## src/rtl/fetch_queue_unit.sv

```systemverilog
// Instruction-fetch front end: drives a 1-cycle synchronous ROM, tags words with their PC,
// buffers them in a DEPTH-entry FIFO for decode, and supports redirect/flush and halt.
module fetch_queue_unit #(
   parameter int                   PC_WIDTH    = 8,
   parameter int                   INSTR_WIDTH = 32,
   parameter int                   DEPTH       = 4,
   parameter int                   PC_STEP     = 1,
   parameter logic [PC_WIDTH-1:0]  RESET_PC    = '0
) (
   input  logic                       MAX10_CLK1_50,
   input  logic                       reset,
   output logic [PC_WIDTH-1:0]        rom_address,
   input  logic [INSTR_WIDTH-1:0]     rom_q,
   input  logic                       redirect_valid,
   input  logic [PC_WIDTH-1:0]        redirect_target,
   input  logic                       halt,
   output logic                       instr_valid,
   input  logic                       instr_ready,
   output logic [INSTR_WIDTH-1:0]     instr_data,
   output logic [PC_WIDTH-1:0]        instr_pc,
   output logic [$clog2(DEPTH):0]     fifo_count,
   output logic                       fetch_state
);
   localparam int PW = $clog2(DEPTH);
   localparam int CW = PW + 1;
   localparam logic [CW:0]          DEPTH_C = (CW+1)'(DEPTH);
   localparam logic [PC_WIDTH-1:0]  STEP_C  = PC_WIDTH'(PC_STEP);

   typedef enum logic {RUN = 1'b0, HALT = 1'b1} state_t;

   state_t                 state;
   logic [PC_WIDTH-1:0]    fetch_pc;
   logic [PC_WIDTH-1:0]    req_pc;
   logic                   pending;
   logic [CW-1:0]          count;
   logic [PW-1:0]          wr_ptr;
   logic [PW-1:0]          rd_ptr;
   logic [INSTR_WIDTH-1:0] mem_data [DEPTH];
   logic [PC_WIDTH-1:0]    mem_pc   [DEPTH];

   logic       pop;
   logic       push;
   logic       issue;
   logic [CW:0] credit;

   assign instr_valid = (count != '0);
   assign pop         = instr_valid & instr_ready;
   // A redirect drops the response arriving this cycle; it belongs to the old stream.
   assign push        = pending & ~redirect_valid;
   // In-flight request reserves a slot so the FIFO can never overflow.
   assign credit      = {1'b0, count} + (CW+1)'(pending) - (CW+1)'(pop);
   assign issue       = redirect_valid | ((state == RUN) & ~halt & (credit < DEPTH_C));

   assign rom_address = redirect_valid ? redirect_target : fetch_pc;
   assign instr_data  = instr_valid ? mem_data[rd_ptr] : '0;
   assign instr_pc    = instr_valid ? mem_pc[rd_ptr]   : '0;
   assign fifo_count  = count;
   assign fetch_state = (state == HALT);

   always_ff @(posedge MAX10_CLK1_50 or negedge reset) begin
      if (!reset) begin
         state    <= RUN;
         fetch_pc <= RESET_PC;
         req_pc   <= '0;
         pending  <= 1'b0;
         count    <= '0;
         wr_ptr   <= '0;
         rd_ptr   <= '0;
      end else begin
         state   <= halt ? HALT : RUN;
         pending <= issue;
         if (issue) begin
            fetch_pc <= rom_address + STEP_C;
            req_pc   <= rom_address;
         end
         if (redirect_valid) begin
            count  <= '0;
            wr_ptr <= '0;
            rd_ptr <= '0;
         end else begin
            if (push) wr_ptr <= wr_ptr + PW'(1);
            if (pop)  rd_ptr <= rd_ptr + PW'(1);
            count <= count + CW'(push) - CW'(pop);
         end
      end
   end

   // Storage needs no reset: entries are only visible while count covers them.
   always_ff @(posedge MAX10_CLK1_50) begin
      if (push) begin
         mem_data[wr_ptr] <= rom_q;
         mem_pc[wr_ptr]   <= req_pc;
      end
   end
endmodule

```

## config.mk

```make
export PLATFORM = sky130hd
export DESIGN_NAME = fetch_queue_unit
export DESIGN_NICKNAME = d
export VERILOG_FILES = /design/src/rtl/fetch_queue_unit.sv
export SDC_FILE = /design/constraint.sdc
export NUM_CORES = 1
export LEC_CHECK = 0
export ABC_AREA = 1
export BUFFER_PORTS_ARGS = -buffer_cell sky130_fd_sc_hd__buf_4
export CAP_MARGIN = 10
export CELL_PAD_IN_SITES_DETAIL_PLACEMENT = 0
export CELL_PAD_IN_SITES_GLOBAL_PLACEMENT = 1
export CORE_MARGIN = 1
export CORE_UTILIZATION = 41
export CTS_BUF_LIST = sky130_fd_sc_hd__clkbuf_16
export CTS_CLUSTER_DIAMETER = 120
export CTS_CLUSTER_SIZE = 40
export DETAILED_ROUTE_END_ITERATION = 8
export GPL_ROUTABILITY_DRIVEN = 0
export PLACE_DENSITY = 0.78
export REMOVE_ABC_BUFFERS = 1
export SYNTH_ARGS = -nofsm -noshare
export SYNTH_HDL_FRONTEND = slang
export SYNTH_SLANG_ARGS = --single-unit
export TNS_END_PERCENT = 20
```

## constraint.sdc

```tcl
create_clock -name MAX10_CLK1_50 -period 2.7 [get_ports MAX10_CLK1_50]
set_input_delay 0.54 -clock MAX10_CLK1_50 [delete_from_list [all_inputs] [get_ports MAX10_CLK1_50]]
set_output_delay 0.54 -clock MAX10_CLK1_50 [all_outputs]
set_load 0.005 [all_outputs]
```

Word level (Yosys, flattened, before mapping). Memories as Yosys holds them, arrays and structs flattened. Cells that the tools add are included.

Register bits: 25. RAM bits: 160. Input bits: 45. Word-level logic and storage cells: 39. Memories kept: 2.

Memory list: mem_data (depth 4, width 32, read ports 1, clocked after Yosys merged registers in 0, wr ports 1, RTL line 38) `logic [INSTR_WIDTH-1:0] mem_data [DEPTH];`; mem_pc (depth 4, width 8, read ports 1, clocked after Yosys merged registers in 0, wr ports 1, RTL line 39) `logic [PC_WIDTH-1:0] mem_pc [DEPTH];`.

Add/sub/neg operators: 7. $lt $le $gt $ge: 1. Multiplexer cells: 11. Bitwise logic cells: 8. Reductions and logical operators: 3.

Operators with widths (count): $mux W32 (1); $mux W8 (2); $add A8 B1 Y8 const B (1); $mux W2 (4); $add A2 B1 Y2 const B (2); $add A3 B1 Y4 (1); $and A1 B1 Y1 (4); $lt A4 B3 Y1 const B (1); $reduce_bool A2 Y1 (2); $sub A4 B1 Y4 (1); $add A3 B1 Y3 (1); $mux W1 (3); $mux W3 (1); $not A1 Y1 (3); $reduce_bool A3 Y1 (1); $sub A3 B1 Y3 (1); $or A1 B1 Y1 (1).

Longest topological paths before layout. Gate-level depths: netlist of the first run.

Depth after elaboration: 6. Gate-level depth with buffers: 16.

Worst setup path after synthesis of the first run. Ideal clock, no wire load.

Path type: input to register. Start: input redirect_valid. End: memory mem_data[0][0] (enable). Library setup time: 0.437 ns. Data arrival time: 2.685 ns. Data required time: 2.263 ns. Setup slack: -0.422 ns. Stages on the path: 4. Cells stage by stage: clkbuf_8 nor2_1 inv_1 nor2_1.

Word-level cells in the longest chain between the ends: 4.

Ends and longest elaborated chain: start: declaration (RTL line 14) `input logic redirect_valid,`; $not A1 Y1 (RTL line 49) `assign push = pending & ~redirect_valid;`; $and A1 B1 Y1 (RTL line 49); $mux W1 (RTL line 90) `if (push) begin`; $mux W1 (not written as such) (RTL line 91) `mem_data[wr_ptr] <= rom_q;`; end: declaration (RTL line 38).

Every way passes these cells.

Final worst setup path of the first run.
Start: register rd_ptr[0]. End: output instr_data[5].

Word-level cells in the longest chain between the ends: 2.

Ends and longest elaborated chain: start: declaration (RTL line 37) `logic [PW-1:0] rd_ptr;`; start signal: assignment (RTL line 82) `if (pop) rd_ptr <= rd_ptr + PW'(1);`; $mem_v2 Z4 W32; $mux W32 (RTL line 55) `assign instr_data = instr_valid ? mem_data[rd_ptr] : '0;`; end: declaration (RTL line 19) `output logic [INSTR_WIDTH-1:0] instr_data,`.

Every way passes these cells.

==> results.md, run 1 <==
* Post-DP HPWL at 9690 um
* CP endpoint: instr_data[5]
* Clock Power Share at 0.263
* Final WS setup at 0.227 ns
* Crit path top cell by count: nor2_1
* Gr ovfl total at 0
* Leak pwr at 3.56 nW
* Worst hold slack at 0.00728 ns
* Worst hold path class: in -> async
* Worst Setup End Kind: output pin
* Vias/cell at 5.07
* Area of the mapped netlist at 7620 um^2
* CTS tree: built
* Reg2reg end: fetch_pc[7]$_DFFE_PN0P_
* Worst slack, placed at 0.355 ns
* Worst-path clk slew at 0.07 ns
* Synth cell types at 29
* Final worst-path cycle share at 0.916
* Inserted Clock Buffers at 17
* Required time worst endpoint at 2.16 ns
* Worst path arrival time at 1.93 ns
* Syn-to-layout area delta at 21.3%
* Clock Path Buffers at 2
* Yosys Warn Count at 0
* Clk_lat worst skew at 0.43 ns
* Top-Level Pins at 98
* Hold Fails Final Rpt at 0
* Cells on worst reg2reg path at 15
* Iter 0 DRT Violations at 318
* Top fanout value on the critical path at 52
* Fmax at 404 MHz
* Port bufs at 97
* Avg Cell Area, Syn at 11.5 um^2
* Switching power at 2.75 mW
* Final net count at 811
* Post-Route M1 WL at 7150 um
* Via count at 5064
* Combinational power share at 0.314
* Clock Tree Root: clkbuf_16
* Int Pwr at 5.84 mW
* Ant diodes at 0
* Hold buffer count at cts at 0
* Slew margin rel. at 0.691
* Crit path kind: reg -> out
* Worst-path cell chain: buf_6 > nor2_1 > nor2_1 > o21ai_0 > a21oi_1 > buf_4
* Reg power frac at 0.423
* Antenna violations before repair at 0
* Post-Synthesis Cells at 663
* Commonest cells after routing, fill and taps aside: nor2_1, edfxtp_1, buf_4
* Synth Register Bits at 185
* Crit path from: rd_ptr[0]$_DFFE_PN0P_
* Setup clock skew after layout at 0.0104 ns
* Switching share of power at 0.320
* Core Box Area at 18100 um^2
* Slew @ Worst Pin at 0.459 ns
* # DRC at 14
* Reg2reg start: fifo_count[1]$_DFF_PN0_
* DRT Pass-1 Iters at 7
* Final Max Slew Viols at 0
* Peak VDD IR at 0.582 mV
* CTS Sinks at 185
* Startpoint types: flip-flop
* Share of cells above drive strength 1 at 0.203
* Pwr per Cell Area at 929 nW/um^2
* Number of global-route vias before repair at 5044
* Die area at 19100 um^2
* Met3 routed WL at 975 um
* H-tree depth at 4
* Die Ht at 138 um
* Post-DRT Antenna Nets at 0
* Failing checks: DRC
* Sequential-to-total area share from yosys stat at 0.712
* Worst path slowest cell: dfrtp_2
* Area leader, netlist: edfxtp_1
* Largest cells by area after synthesis: edfxtp_1, nor2_1, dfrtp_1
* Num rows at 49
* Max Used Layer: met4
* Slowest stage delay, CP at 0.40 ns
* Status: finished, violations left
* Initial core utilization at 0.422
* Post-synth top area share at 0.630
* Wirelength per Cell at 16.4 um
* DRT Wirelength at 16400 um
* Reg2Reg Setup Slack at 0.41 ns
* Overall routing resource usage at 0.179
* Unrepaired setup endpoints after global routing: false
* Final setup viols at 0
* Die X at 138 um
* Final min period at 2.47 ns
* Global-route wire length before repair at 26000 um
* Met2 WL post-DR at 8000 um
* Max-Cap Viols at 0
* Leading cell type in the layout, fill and taps excluded: nor2_1
* Largest net degree at the start of global routing at 53
==> how the worst min path moves through the flow <==
stage,to,cells past startpoint,startpoint
global route,fetch_pc[1]$_DFFE_PN0P_,1,reset
floorplan,fetch_pc[0]$_DFFE_PN0P_,0,reset
detailed placement,fetch_pc[7]$_DFFE_PN0P_,1,reset
CTS,fetch_pc[1]$_DFFE_PN0P_,1,reset
finish,fetch_pc[1]$_DFFE_PN0P_,1,reset
global placement,fetch_pc[7]$_DFFE_PN0P_,1,reset
==> critical path: cells and delay by family, from the launching register on <==
family,cells,cell delay [ns]
buf+inv,2,0.52
compound gates,2,0.37
flops,1,0.40
simple gates,2,0.20
==> power by group through the flow <==
| stage | logic (mW) | clock network (mW) | registers, mW |
|---|---|---|---|
| after floorplan | 1.28 | 0 | 3.73 |
| after global placement | 2.68 | 0 | 3.67 |
| after detailed placement | 2.73 | 0 | 3.69 |
| after CTS | 2.74 | 2.31 | 3.63 |
| after global routing | 3.00 | 2.42 | 3.67 |
| final | 2.70 | 2.26 | 3.63 |
==> cell type report <==
class                   instances  area (um^2)
clock buffers                  17          425
fillers                      1575         8840
repair buffers                111          925
well taps                     229          287
inverters                      24         90.1
clock inverters                15          113
flip-flops and latches        185         5430
multi-input cells             418         1980
==> metrics by stage <==
step / instances / TNS (ns) / instance area (um^2) / utilization / total power, mW
4_1_cts: 999 / 0 / 9250 / 0.511 / 8.69
2_1_floorplan: 627 / -64.91 / 7470 / - / 5.01
5_1_grt: 999 / 0 / 9250 / 0.511 / 9.09
3_3_place_gp: 967 / 0 / 8710 / 0.481 / 6.35
6_report: 999 / 0 / 9250 / 0.511 / 8.60
3_5_place_dp: 967 / 0 / 8710 / 0.481 / 6.42
==> registers in the layout, summed over array words and instances, names as in the netlist, 2 cells and up <==
name and count:
fetch_pc 8, mem_data 128, fifo_count 3, rd_ptr 2
wr_ptr 2, req_pc 8, mem_pc 32
==> per-layer routing <==
layer	track usage	vias to the layer above
met2	0.301	117
met3	0.0443	20
met1	0.223	2453
li1	-	2474
met4	0.0686	0
met5	0	-
==> cells by family after synthesis <==
family	Yosys count	synth area share
XOR/XNOR	8	0.00919
AND/OR/NAND/NOR	270	0.142
AO/OA/AOI/OAI	131	0.0881
buffers and inverters	60	0.0323
flip-flops	185	0.712
adder cells (fa/ha/maj)	9	0.0158
==> cell usage after synthesis <==
master    instances
buf_4             1
o21ai_1           1
buf_1             6
dfrtp_1          25
o21ai_0          86
o21bai_4          1
or2_2             1
buf_6             1
nand2_2           4
nand4_1           2
nor2_1          175
clkbuf_1         27
fa_1              1
nand2_1          59
inv_2             4
edfxtp_1        160
nand3_2           2
nand3_1          23
nand2_4           1
or2_0             1
xnor2_1           1
ha_1              8
or2_1             1
nor3_1            1
xor2_1            7
inv_1            20
a21boi_1          1
clkbuf_8          1
a21oi_1          42
==> timing repair <==
action,in CTS,in global routing
hold endpoints to repair,0,0
setup buffers,0,0
endpoints found under the setup margin,0,2
gates resized for setup,0,1
(Power assumes the default switching activity.)
==> run 2, diff against run 1 <==
--- a/config.mk
+++ b/config.mk
@@ -11,13 +11,13 @@
 export CELL_PAD_IN_SITES_DETAIL_PLACEMENT = 0
 export CELL_PAD_IN_SITES_GLOBAL_PLACEMENT = 1
 export CORE_MARGIN = 1
-export CORE_UTILIZATION = 41
+export CORE_UTILIZATION = 49
 export CTS_BUF_LIST = sky130_fd_sc_hd__clkbuf_16
 export CTS_CLUSTER_DIAMETER = 120
 export CTS_CLUSTER_SIZE = 40
 export DETAILED_ROUTE_END_ITERATION = 8
 export GPL_ROUTABILITY_DRIVEN = 0
-export PLACE_DENSITY = 0.78
+export PLACE_DENSITY = 0.87
 export REMOVE_ABC_BUFFERS = 1
 export SYNTH_ARGS = -nofsm -noshare
 export SYNTH_HDL_FRONTEND = slang
==> constraint.sdc (replaced) <==
create_clock -name MAX10_CLK1_50 -period 3.1 [get_ports MAX10_CLK1_50]
set_input_delay 0.62 -clock MAX10_CLK1_50 [delete_from_list [all_inputs] [get_ports MAX10_CLK1_50]]
set_output_delay 0.62 -clock MAX10_CLK1_50 [all_outputs]
set_load 0.005 [all_outputs]
==> run 2 against run 1 <==
The flow now finishes without violations; combinational power is 16% lower; utilization is 9.5 points higher; cell count is 4.3% lower; total power is 11% lower; cell area is 0.37% lower.
==> results.md, run 2 (synthesis results as in run 1) <==
* Commonest cells after routing, fill and taps aside: nor2_1, edfxtp_1, buf_4
* Antenna violations before repair at 0
* Core Box Area at 15200 um^2
* TNS Setup at 0 ns
* Number of global-route vias before repair at 5071
* Ant diodes at 0
* Post-DP HPWL at 9370 um
* H-tree depth at 4
* Share of cells above drive strength 1 at 0.207
* Post-CTS setup buffer count at 0
* Die area at 16100 um^2
* Top fanout value on the critical path at 40
* Wirelength per Cell at 16.4 um
* Final WS setup at 0.259 ns
* Post-DRT Antenna Nets at 0
* Final min period at 2.84 ns
* Total power at 7.66 mW
* Largest net degree at the start of global routing at 82
* Startpoint types: flip-flop
* Iter 0 DRT Violations at 359
* CTS Sinks at 185
* Storage cell area at 5430 um^2
* Cells on worst reg2reg path at 15
* Int Pwr at 5.24 mW
* Biggest regs: mem_data (128), mem_pc (32)
* Num rows at 45
* Status: complete, no violations
* Hold buffer count at cts at 0
* Layout Cells excl Fill at 956
* Final core utilization at 0.606
* Biggest register: mem_data
* Number of fillers in the final layout at 1174
* Top-Level Pins at 98
* # DRC at 0
* Placed Cells at 924
* Clock Path Buffers at 2
* Cts repair resizes at 0
* Vias/cell at 5.31
* Max-Cap Viols at 0
* CTS tree: built
* Global-route wire length before repair at 25500 um
* Required time worst endpoint at 2.48 ns
* Worst Setup End Kind: output pin
* Reg2reg start: fifo_count[1]$_DFF_PN0_
* DRT Wirelength at 15700 um
* Hold Fails Final Rpt at 0
* Final Max Slew Viols at 0
* DRT Pass-1 Iters at 4
* Fmax at 352 MHz
* Initial core utilization at 0.502
* Die X at 127 um
* Slew @ Worst Pin at 0.536 ns
* Unrepaired setup endpoints after global routing: false
* Clk_lat worst skew at 0.43 ns
* Crit path kind: reg -> out
* Overall routing resource usage at 0.210
* Port bufs at 97
* Leading cell type in the layout, fill and taps excluded: nor2_1
* Syn-to-layout area delta at 20.9%
* Worst path arrival time at 2.22 ns
* Reg2Reg Setup Slack at 0.79 ns
* Combinational power share at 0.296
* Final setup viols at 0
* Switching share of power at 0.316
* Reg power frac at 0.414
* Inserted Clock Buffers at 17
* Clock Tree Root: clkbuf_16
* Worst slack, placed at 0.671 ns
* Pwr per Cell Area at 832 nW/um^2
* Peak VDD IR at 0.569 mV
* Worst hold path class: in -> async
* Final worst-path cycle share at 0.917
* Final net count at 809
* Slew margin rel. at 0.643
* Max reg flops at 128
* Worst-path clk slew at 0.06 ns
* Gr ovfl total at 0
* Die Ht at 127 um
* Leak pwr at 3.57 nW
* Setup clock skew after layout at 0.0105 ns
* Via count at 5072
* Multi-input gate area at 1980 um^2
* Clock Power Share at 0.290
* Switching power at 2.42 mW
* Reg2reg end: req_pc[2]$_DFFE_PN0P_
==> run 2: layer usage <==
metal / routed length, um / vias up / track usage
met1: 6960 / 2428 / 0.270
met4: 164 / 0 / 0.0539
met3: 978 / 15 / 0.0654
met2: 7600 / 154 / 0.347
li1: - / 2475 / -
met5: 0 / - / 0
==> run 2: critical path: stages, from the launching register on <==
cell and delay (ns):
dfrtp_2 0.64, clkinv_1 0.15, buf_4 0.30, nor2_1 0.16, o21ai_0 0.10, a21oi_1 0.22
buf_4 0.16
==> run 2: layout make-up <==
type,count,share of cell area
clock buffers,17,0.0462
clock inverters,15,0.0202
inverters,24,0.00977
multi-input cells,418,0.215
flip-flops and latches,185,0.589
well taps,188,0.0255
repair buffers,109,0.0942
==> run 2: power groups by stage <==
stage               Combinational, mW  Sequential (mW)  Clock (mW)
floorplan                        1.11             3.25           0
global placement                 2.25             3.21           0
global route                     2.54             3.21        2.36
detailed placement               2.29             3.22           0
CTS                              2.30             3.17        2.25
finish                           2.27             3.18        2.22
==> run 2: through the flow <==
| step | hold WS, ns | area, um^2 |
|---|---|---|
| 2_1_floorplan | 0.324 | 7470 |
| 3_3_place_gp | 0.486 | 8600 |
| 3_5_place_dp | 0.501 | 8600 |
| 4_1_cts | 0.0864 | 9220 |
| 5_1_grt | 0.0915 | 9220 |
| 6_report | 0.0895 | 9220 |
==> run 2: worst max path at each step <==
stage / from / end / depth (start not counted)
final: rd_ptr[1]$_DFFE_PN0P_ / instr_data[3] / 6
after floorplan: rd_ptr[0]$_DFFE_PN0P_ / instr_data[0] / 3
after CTS: rd_ptr[1]$_DFFE_PN0P_ / instr_data[3] / 6
after global routing: rd_ptr[1]$_DFFE_PN0P_ / instr_data[3] / 6
after detailed placement: redirect_valid / mem_data[2][19]$_DFFE_PP_ / 5
after global placement: redirect_valid / mem_data[2][19]$_DFFE_PP_ / 5
==> run 3, diff against run 2 <==
--- a/config.mk
+++ b/config.mk
@@ -11,13 +11,13 @@
 export CELL_PAD_IN_SITES_DETAIL_PLACEMENT = 0
 export CELL_PAD_IN_SITES_GLOBAL_PLACEMENT = 1
 export CORE_MARGIN = 1
-export CORE_UTILIZATION = 49
+export CORE_UTILIZATION = 41
 export CTS_BUF_LIST = sky130_fd_sc_hd__clkbuf_16
 export CTS_CLUSTER_DIAMETER = 120
 export CTS_CLUSTER_SIZE = 40
 export DETAILED_ROUTE_END_ITERATION = 8
 export GPL_ROUTABILITY_DRIVEN = 0
-export PLACE_DENSITY = 0.87
+export PLACE_DENSITY = 0.78
 export REMOVE_ABC_BUFFERS = 1
 export SYNTH_ARGS = -nofsm -noshare
 export SYNTH_HDL_FRONTEND = slang
==> constraint.sdc (replaced) <==
create_clock -name MAX10_CLK1_50 -period 2.3 [get_ports MAX10_CLK1_50]
set_input_delay 0.46 -clock MAX10_CLK1_50 [delete_from_list [all_inputs] [get_ports MAX10_CLK1_50]]
set_output_delay 0.46 -clock MAX10_CLK1_50 [all_outputs]
set_load 0.005 [all_outputs]
==> run 3 against run 2 <==
Non-clock buffer count increased by 20; clock-buffer cell count unchanged; the run now ends with DRC left; setup slack lost 0.21 ns.
==> results.md, run 3 (synthesis results as in run 1) <==
* CTS tree: built
* Startpoint types: flip-flop
* Worst slack, placed at 0.0465 ns
* Storage cell area at 5440 um^2
* Largest net degree at the start of global routing at 42
* Top-Level Pins at 98
* Via count at 5215
* Post-DP HPWL at 9880 um
* Slowest stage delay, CP at 0.49 ns
* Crit path kind: reg -> out
* # DRC at 14
* Biggest regs: mem_data (128), mem_pc (32)
* Final Max Slew Viols at 0
* Worst hold path class: in -> reg
* Max reg flops at 128
* Post-DRT Antenna Nets at 0
* Leading cell type in the layout, fill and taps excluded: nor2_1
* Final core utilization at 0.533
* Ant diodes at 0
* Antenna violations before repair at 0
* Number of global-route vias before repair at 5185
* Worst path arrival time at 1.79 ns
* Core Box Area at 18100 um^2
* Syn-to-layout area delta at 26.5%
* Slew margin rel. at 0.691
* Placed Cells at 973
* Final WS setup at 0.0526 ns
* Top fanout value on the critical path at 14
* Status: finished, violations left
* Final setup viols at 0
* Design area at 9640 um^2
* Biggest register: mem_data
* Slew @ Worst Pin at 0.458 ns
* Required time worst endpoint at 1.84 ns
* Worst path slowest cell: dfrtp_4
* Clk_lat worst skew at 0.42 ns
* Gr ovfl total at 0
* Crit path from: rd_ptr[0]$_DFFE_PN0P_
* Worst-path cell chain: buf_6 > clkinv_8 > buf_12 > o21ai_0 > a21oi_1 > buf_4
* Die X at 138 um
* Global-route wire length before repair at 27000 um
* DRT Pass-1 Iters at 7
* Share of cells above drive strength 1 at 0.229
* Max-Cap Viols at 0
* CTS Sinks at 185
* Setup clock skew after layout at 0.00721 ns
* Unrepaired setup endpoints after global routing: true
* Wirelength per Cell at 17.2 um
* Leak pwr at 3.73 nW
* Worst hold slack at 0.148 ns
* Hold wc startpoint: halt
* Fmax at 445 MHz
* Die Ht at 138 um
* Inserted Clock Buffers at 17
* Pwr per Cell Area at 1110 nW/um^2
* DRT Wirelength at 17500 um
* Commonest cells after routing, fill and taps aside: nor2_1, edfxtp_1, buf_4
* Final min period at 2.25 ns
* Clock Path Buffers at 2
* DP Area at 8780 um^2
* Final worst-path cycle share at 0.977
* Multi-input gate area at 2010 um^2
* Number of fillers in the final layout at 1504
* Peak VDD IR at 0.649 mV
* Overall routing resource usage at 0.184
* Vias/cell at 5.13
* H-tree depth at 4
* Worst Setup End Kind: output pin
* Die area at 19100 um^2
* Iter 0 DRT Violations at 322
* Clock Tree Root: clkbuf_16
* Final net count at 830
* Initial core utilization at 0.422
* Reg2reg start: fifo_count[1]$_DFF_PN0_
* Num rows at 49
* Layout Cells excl Fill at 1016
* Hold Fails Final Rpt at 0
* Port bufs at 97
* Worst-path clk slew at 0.06 ns
* Failing checks: DRC
==> run 3: cell count changes in the layout (fill, tap and decap cells not counted), sizes merged <==
cell | before | now
buf | 109 | 124
inv | 30 | 23
clkinv | 4 | 9
clkbuf | 17 | 21
dlygate4sd3 | 0 | 1
nand3 | 25 | 26
==> run 3: path summary, 6_finish.rpt <==
kind | end | slack (ns) | cells after the start
worst max register to register | fetch_pc[7]$_DFFE_PN0P_ | 0.17 | 12
min in group asynchronous | fetch_pc[5]$_DFFE_PN0P_ | 0.46 | 2
worst min-delay path | fetch_state$_DFF_PN0_ | 0.15 | 1
worst min register to register | fetch_pc[5]$_DFFE_PN0P_ | 0.52 | 2
max in group asynchronous | rd_ptr[0]$_DFFE_PN0P_ | 1.56 | 2
worst max-delay path | instr_data[28] | 0.05 | 6
==> run 3: stage by stage <==
step           TNS [ns]  total power [mW]
3_5_place_dp          0              7.58
2_1_floorplan   -129.71              5.88
6_report              0              10.7
5_1_grt         -0.0383              11.3
4_1_cts               0              10.5
3_3_place_gp          0              7.50
==> run 3: what timing repair did <==
item,4_1_cts,5_1_grt
setup endpoints to repair,33,44
pin swaps,0,3
hold buffers,1,0
buffers inserted,2,4
gates resized for setup,4,20
cloned,1,5
hold endpoints to repair,25,0
==> run 3: worst max-delay path, delay by kind of cell (launching register included) <==
| kind | cells | cell delay (ns) |
|---|---|---|
| buf+inv | 4 | 0.52 |
| flops | 1 | 0.49 |
| compound gates | 2 | 0.34 |
==> run 3: where the power goes <==
part           total [mW]  switching (mW)  leakage [nW]  internal [mW]
registers            4.27           0.194          1.76           4.08
clock network        2.86            1.17         0.281           1.69
logic                3.61            2.03          1.68           1.58
==> run 3: routing by layer <==
layer,global-route usage,share of wire
met1,0.240,0.43
met2,0.304,0.49
met3,0.0506,0.066
met4,0.0491,0.0094
met5,0,0
==> run 3: layout make-up <==
type | count | area share
timing repair buffer | 129 | 0.126
multi-input combinational | 419 | 0.209
tap | 229 | 0.0297
clock buffer | 17 | 0.0441
clock inverter | 13 | 0.0162
inverter | 24 | 0.0106
sequential | 185 | 0.564
